[src/rtl/demux_32to64.sv]
`default_nettype none
// ============================================================================
//  Module      : demux_32to64
//  Description : Registered 1-to-2 word demultiplexer. One input stream with
//                a per-word select bit is split into two independent output
//                channels (A for in_sel=0, B for in_sel=1). Each channel owns
//                a one-entry holding register and a valid/ready handshake, so
//                a stalled sink never blocks the other channel. Per-channel
//                wrapping transfer counters count delivered words.
//
//  Ports:
//    clk, rst_n               clock, asynchronous active-low reset
//    in_data/in_sel/in_valid  upstream word, destination select, valid
//    in_ready                 block accepts the presented word this cycle
//    a_data/a_valid/a_ready   channel A output handshake
//    b_data/b_valid/b_ready   channel B output handshake
//    a_cnt/b_cnt              words delivered on A / B (wrap, no flag)
//
//  Revision    : 1.0 - initial release
// ============================================================================
module demux_32to64 #(
    parameter int WIDTH = 32,
    parameter int CNT_W = 16
) (
    input  logic             clk,
    input  logic             rst_n,

    input  logic [WIDTH-1:0] in_data,
    input  logic             in_sel,
    input  logic             in_valid,
    output logic             in_ready,

    output logic [WIDTH-1:0] a_data,
    output logic             a_valid,
    input  logic             a_ready,

    output logic [WIDTH-1:0] b_data,
    output logic             b_valid,
    input  logic             b_ready,

    output logic [CNT_W-1:0] a_cnt,
    output logic [CNT_W-1:0] b_cnt
);

    typedef enum logic [0:0] {
        ST_EMPTY = 1'b0,
        ST_FULL  = 1'b1
    } chan_state_t;

    chan_state_t r_a_state;
    chan_state_t r_b_state;
    chan_state_t w_a_state_nxt;
    chan_state_t w_b_state_nxt;

    logic [WIDTH-1:0] r_a_data;
    logic [WIDTH-1:0] r_b_data;
    logic [CNT_W-1:0] r_a_cnt;
    logic [CNT_W-1:0] r_b_cnt;

    logic w_a_room;
    logic w_b_room;
    logic w_in_xfer;
    logic w_load_a;
    logic w_load_b;
    logic w_a_hs;
    logic w_b_hs;

    // ------------------------------------------------------------------------
    // Input side. A channel can take a new word when it is empty, or when its
    // current word leaves this same cycle (pass-through without a bubble).
    // in_ready depends only on in_sel, channel state and the selected sink's
    // ready; in_valid and in_data are deliberately kept out of this path.
    // ------------------------------------------------------------------------
    assign w_a_room  = (r_a_state == ST_EMPTY) || a_ready;
    assign w_b_room  = (r_b_state == ST_EMPTY) || b_ready;
    assign in_ready  = in_sel ? w_b_room : w_a_room;

    assign w_in_xfer = in_valid && in_ready;
    // Only the selected channel is ever loaded.
    assign w_load_a  = w_in_xfer && !in_sel;
    assign w_load_b  = w_in_xfer &&  in_sel;

    // Output handshakes.
    assign w_a_hs    = (r_a_state == ST_FULL) && a_ready;
    assign w_b_hs    = (r_b_state == ST_FULL) && b_ready;

    // ------------------------------------------------------------------------
    // Channel A state machine
    // ------------------------------------------------------------------------
    always_comb begin
        w_a_state_nxt = r_a_state;
        case (r_a_state)
            ST_EMPTY: begin
                if (w_load_a) begin
                    w_a_state_nxt = ST_FULL;
                end
            end
            ST_FULL: begin
                // Drain with a simultaneous reload stays FULL.
                if (w_a_hs && !w_load_a) begin
                    w_a_state_nxt = ST_EMPTY;
                end
            end
            default: w_a_state_nxt = ST_EMPTY;
        endcase
    end

    always_ff @(posedge clk or negedge rst_n) begin
        if (!rst_n) begin
            r_a_state <= ST_EMPTY;
        end else begin
            r_a_state <= w_a_state_nxt;
        end
    end

    // ------------------------------------------------------------------------
    // Channel B state machine
    // ------------------------------------------------------------------------
    always_comb begin
        w_b_state_nxt = r_b_state;
        case (r_b_state)
            ST_EMPTY: begin
                if (w_load_b) begin
                    w_b_state_nxt = ST_FULL;
                end
            end
            ST_FULL: begin
                if (w_b_hs && !w_load_b) begin
                    w_b_state_nxt = ST_EMPTY;
                end
            end
            default: w_b_state_nxt = ST_EMPTY;
        endcase
    end

    always_ff @(posedge clk or negedge rst_n) begin
        if (!rst_n) begin
            r_b_state <= ST_EMPTY;
        end else begin
            r_b_state <= w_b_state_nxt;
        end
    end

    // ------------------------------------------------------------------------
    // Holding registers: change only on a load, so data stays stable while a
    // FULL channel waits for its sink.
    // ------------------------------------------------------------------------
    always_ff @(posedge clk or negedge rst_n) begin
        if (!rst_n) begin
            r_a_data <= '0;
        end else if (w_load_a) begin
            r_a_data <= in_data;
        end
    end

    always_ff @(posedge clk or negedge rst_n) begin
        if (!rst_n) begin
            r_b_data <= '0;
        end else if (w_load_b) begin
            r_b_data <= in_data;
        end
    end

    // ------------------------------------------------------------------------
    // Delivered-word counters; natural binary wrap at 2^CNT_W.
    // ------------------------------------------------------------------------
    always_ff @(posedge clk or negedge rst_n) begin
        if (!rst_n) begin
            r_a_cnt <= '0;
        end else if (w_a_hs) begin
            r_a_cnt <= r_a_cnt + 1'b1;
        end
    end

    always_ff @(posedge clk or negedge rst_n) begin
        if (!rst_n) begin
            r_b_cnt <= '0;
        end else if (w_b_hs) begin
            r_b_cnt <= r_b_cnt + 1'b1;
        end
    end

    // ------------------------------------------------------------------------
    // Outputs
    // ------------------------------------------------------------------------
    assign a_valid = (r_a_state == ST_FULL);
    assign b_valid = (r_b_state == ST_FULL);
    assign a_data  = r_a_data;
    assign b_data  = r_b_data;
    assign a_cnt   = r_a_cnt;
    assign b_cnt   = r_b_cnt;

endmodule
`default_nettype wire

[config.mk]
export PLATFORM = sky130hd
export DESIGN_NAME = demux_32to64
export DESIGN_NICKNAME = d
export VERILOG_FILES = /design/src/rtl/demux_32to64.sv
export SDC_FILE = /design/constraint.sdc
export NUM_CORES = 1
export LEC_CHECK = 0
export BUFFER_PORTS_ARGS = -buffer_cell sky130_fd_sc_hd__buf_2
export CELL_PAD_IN_SITES_DETAIL_PLACEMENT = 1
export CELL_PAD_IN_SITES_GLOBAL_PLACEMENT = 1
export CORE_ASPECT_RATIO = 0.8
export CORE_MARGIN = 3
export CORE_UTILIZATION = 43
export CTS_CLUSTER_DIAMETER = 30
export DETAILED_ROUTE_END_ITERATION = 8
export PLACE_DENSITY_LB_ADDON = 0.1
export SETUP_SLACK_MARGIN = 0.3
export SYNTH_ARGS = -nofsm -noshare
export SYNTH_HDL_FRONTEND = slang
export SYNTH_SLANG_ARGS = --single-unit
[constraint.sdc]
create_clock -name clk -period 3.95 [get_ports clk]
set_input_delay 0.1975 -clock clk [delete_from_list [all_inputs] [get_ports clk]]
set_output_delay 0.1975 -clock clk [all_outputs]
set_load 0.1 [all_outputs]
==> summary.md <==
| Metric | Value |
|---|---|
| Result of the run | completed |
| Crit Path Max Fanout | 33 |
| Depth of the worst register-to-register path | 3 |
| Number of clock sinks | 98 |
| Routed wire per std cell | 17.4 µm |
| Reg-to-reg slack, setup | 1.92 ns |
| Cell at the slowest stage of the critical path | sky130_fd_sc_hd__and3b_2 |
| Beginning of the worst hold path | in_data[31] |
| Min-Delay Endpoint | b_data[31] |
| H-tree levels | 3 |
| #FFs+latches synth | 98 |
| 1st-iter DRT viols | 104 |
| N_diodes | 0 |
| Maximum clock skew at final layout | 0.00634 ns |
| Vias per cell | 5.01 |
| Unrepaired setup endpoints after global routing | false |
| Final non-filler cell area | 5150 µm² |
| Synth cell types | 26 |
| Layout Area Growth over Synthesis | 28.2% |
| CTS Buf Count | 9 |
| Largest net degree at the start of global routing | 63 |
| Vias | 2620 |
| Worst R2R End | a_data[30] |
| Max-slew violation count | 0 |
| Pleak | 2.60 nW |
| Highest clock rate | 0.492 GHz |
| Final hold violations | 0 |
| Horizontal die dimension | 114 µm |
| Count of cells resized by post-cts repair | 0 |
| Clock input transition at the sequential cells of the worst setup and hold paths | 0.06 ns |
| Post-detailed-route DRC marker count | 0 |
| Insertion delay to the later sink of the worst-skew pair | 0.34 ns |
| PD cells | 815 nW/µm² |
| TritonCTS clock tree | yes |
| Share of post-route cells with drive strength above 1 | 0.467 |
| Cell accounting for the most synthesized area | sky130_fd_sc_hd__dfrtp_1 |
| Launch point of the worst reg-to-reg path | a_valid |
| Floorplan die area | 10500 µm² |
| First-pass GRT wire length | 15.0 mm |
| Cell-by-cell listing of the critical path | nand2b_1 > and3b_2 > mux2_1 |
| Cell count of the worst hold path | 2 |
| Data required time of the critical path | 4.16 ns |
| Clk Tree Root Cell | sky130_fd_sc_hd__clkbuf_16 |
| Slowest stage delay, CP | 0.93 ns |
| Maximum VDD drop | 0.833 mV |
| Total cell area at the placement stage | 4770 µm² |
| Vias in the first global route | 2790 |
| Most common cell after layout, fill and taps aside | sky130_fd_sc_hd__buf_2 |
| Number of max-capacitance violations reported | 0 |
| Routed Wire Length | 9.12 mm |
| Fin Setup TNS | 0 ns |
| Final setup violation count | 0 |
| Min Clock Period, post-route | 2.03 ns |
| Tightest Pin Transition | 1.09 ns |
| Synth warn | 0 |
| Core area | 8780 µm² |
| Instance count of the mapped netlist | 265 |
| Maximum clock insertion buffer count | 2 |
| Setup Buffers After CTS | 0 |
| Ranking of synthesized cells by area | sky130_fd_sc_hd__dfrtp_1 61%, sky130_fd_sc_hd__mux2_4 11%, sky130_fd_sc_hd__mux2_1 9.3% |
| Commonest non-fill, non-tap cells in the layout | 135 x sky130_fd_sc_hd__buf_2, 98 x sky130_fd_sc_hd__dfrtp_1, 33 x sky130_fd_sc_hd__mux2_1 |
| Crit path kind | register to register |
| Number of primary I/O pins | 137 |
| Half-perimeter wire length after detailed placement | 6.59 mm |
| Crit start category | register |
| Number of buffers added on ports | 136 |
| Final critical-path share of the clock period | 0.514 |
| Post-synthesis cell area | 4020 µm² |
| Average instance area after synthesis | 15.2 µm² |
| GRT Util Overall | 0.181 |
| Number of standard-cell rows in the floorplan | 30 |
| Number of nets at the end of the flow | 446 |
| Initial core utilization | 0.457 |
| Routability Congestion | 0.695 |
| Max-Slew Margin vs Limit | 0.272 |
| GRT overflow | 0 |
| Number of antenna violations at the first check in global routing | 0 |
| Synthesized netlist net count | 305 |
| Critical Path Sink Type | register |
| DRT antenna net count | 0 |
| Arrival @ worst endpoint | 2.24 ns |
| Share of synthesized area occupied by flip-flops and latches | 0.611 |
| Worst min-delay path category | input pin to register |
| Top cell type's share of synthesized area | 0.611 |
| Die height | 92.4 µm |
| TritonRoute pass-1 iters | 4 |
## Yosys cell counts
cell,count
sky130_fd_sc_hd__and2_1,1
sky130_fd_sc_hd__and3_1,5
sky130_fd_sc_hd__and3b_1,1
sky130_fd_sc_hd__and4_1,1
sky130_fd_sc_hd__buf_2,1
sky130_fd_sc_hd__buf_6,7
sky130_fd_sc_hd__dfrtp_1,98
sky130_fd_sc_hd__ha_1,2
sky130_fd_sc_hd__inv_1,3
sky130_fd_sc_hd__mux2_1,33
sky130_fd_sc_hd__mux2_2,5
sky130_fd_sc_hd__mux2_4,29
sky130_fd_sc_hd__nand2_1,15
sky130_fd_sc_hd__nand2b_1,2
sky130_fd_sc_hd__nand3_1,9
sky130_fd_sc_hd__nand4_1,8
sky130_fd_sc_hd__nand4_2,1
sky130_fd_sc_hd__nor2_1,7
sky130_fd_sc_hd__nor2b_1,1
sky130_fd_sc_hd__nor3_1,2
sky130_fd_sc_hd__nor3_2,1
sky130_fd_sc_hd__nor4_1,1
sky130_fd_sc_hd__nor4_4,1
sky130_fd_sc_hd__or2_1,1
sky130_fd_sc_hd__xnor2_1,21
sky130_fd_sc_hd__xor2_1,9
## power by group
part	internal [mW]	leakage (nW)	switching (mW)	total [mW]
clock	0.683	0.176	0.372	1.05
combinational	0.303	1.22	1.52	1.83
sequential	1.18	1.20	0.137	1.32
## metrics by stage
step / hold WS [ns] / util / cells / power (mW) / worst slack [ns]
after global placement: 0.326 / 0.543 / 506 / 3.15 / 1.98
after floorplan: -0.0981 / - / 265 / 2.86 / 1.84
after CTS: 0.0789 / 0.586 / 523 / 4.24 / 1.91
final: 0.0929 / 0.586 / 523 / 4.20 / 1.92
after global routing: 0.0901 / 0.586 / 523 / 4.36 / 1.80
after detailed placement: 0.321 / 0.543 / 506 / 3.17 / 1.92
## registers in the layout, summed over array words and instances (netlist names)
signal	count
b_data	32
a_valid	1
b_valid	1
a_data	32
b_cnt	16
a_cnt	16
## metal layers
metal,up-vias,wire length (µm),track usage
li1,1201,-,-
met4,0,85,0.0504
met3,9,661,0.0523
met2,86,4280,0.297
met1,1324,4090,0.236
met5,-,0,0
## worst max path at each step
stage	start	end	slack, ns	cells after the start
2_1_floorplan	b_cnt[0]	b_cnt[10]	1.84	5
3_3_place_gp	a_valid	a_data[30]	1.98	3
3_5_place_dp	a_valid	a_data[30]	1.92	3
4_1_cts	a_valid	a_data[30]	1.91	3
5_1_grt	a_valid	a_data[30]	1.80	3
6_report	a_valid	a_data[30]	1.92	3
## critical path, delay by kind of cell (launching register included)
family        cells  cell delay (ns)
mux               1             0.40
simple gates      2             1.06
flops             1             0.43
## logic make-up (layout without fill, tap and decap cells)
| group | count (synthesis) | after routing | synth area share |
|---|---|---|---|
| flops | 98 | 98 | 0.611 |
| mux | 67 | 67 | 0.215 |
| simple gates | 57 | 57 | 0.0791 |
| xor+xnor | 30 | 30 | 0.0654 |
| buf+inv | 11 | 157 | 0.0237 |
| fa+ha+maj | 2 | 2 | 0.00623 |
## what timing repair did
action	4_1_cts	5_1_grt
setup endpoints to repair	0	0
hold buffers	1	0
hold endpoints to repair	61	0
## area by class of cell
class / instances / area (µm²)
multi-input cells: 156 / 1480
clock buffers: 9 / 225
fillers: 898 / 3630
repair buffers: 138 / 701
inverters: 3 / 11.3
clock inverters: 7 / 141
flip-flops and latches: 98 / 2450
well taps: 112 / 140
Power figures use the tool's default switching activity.
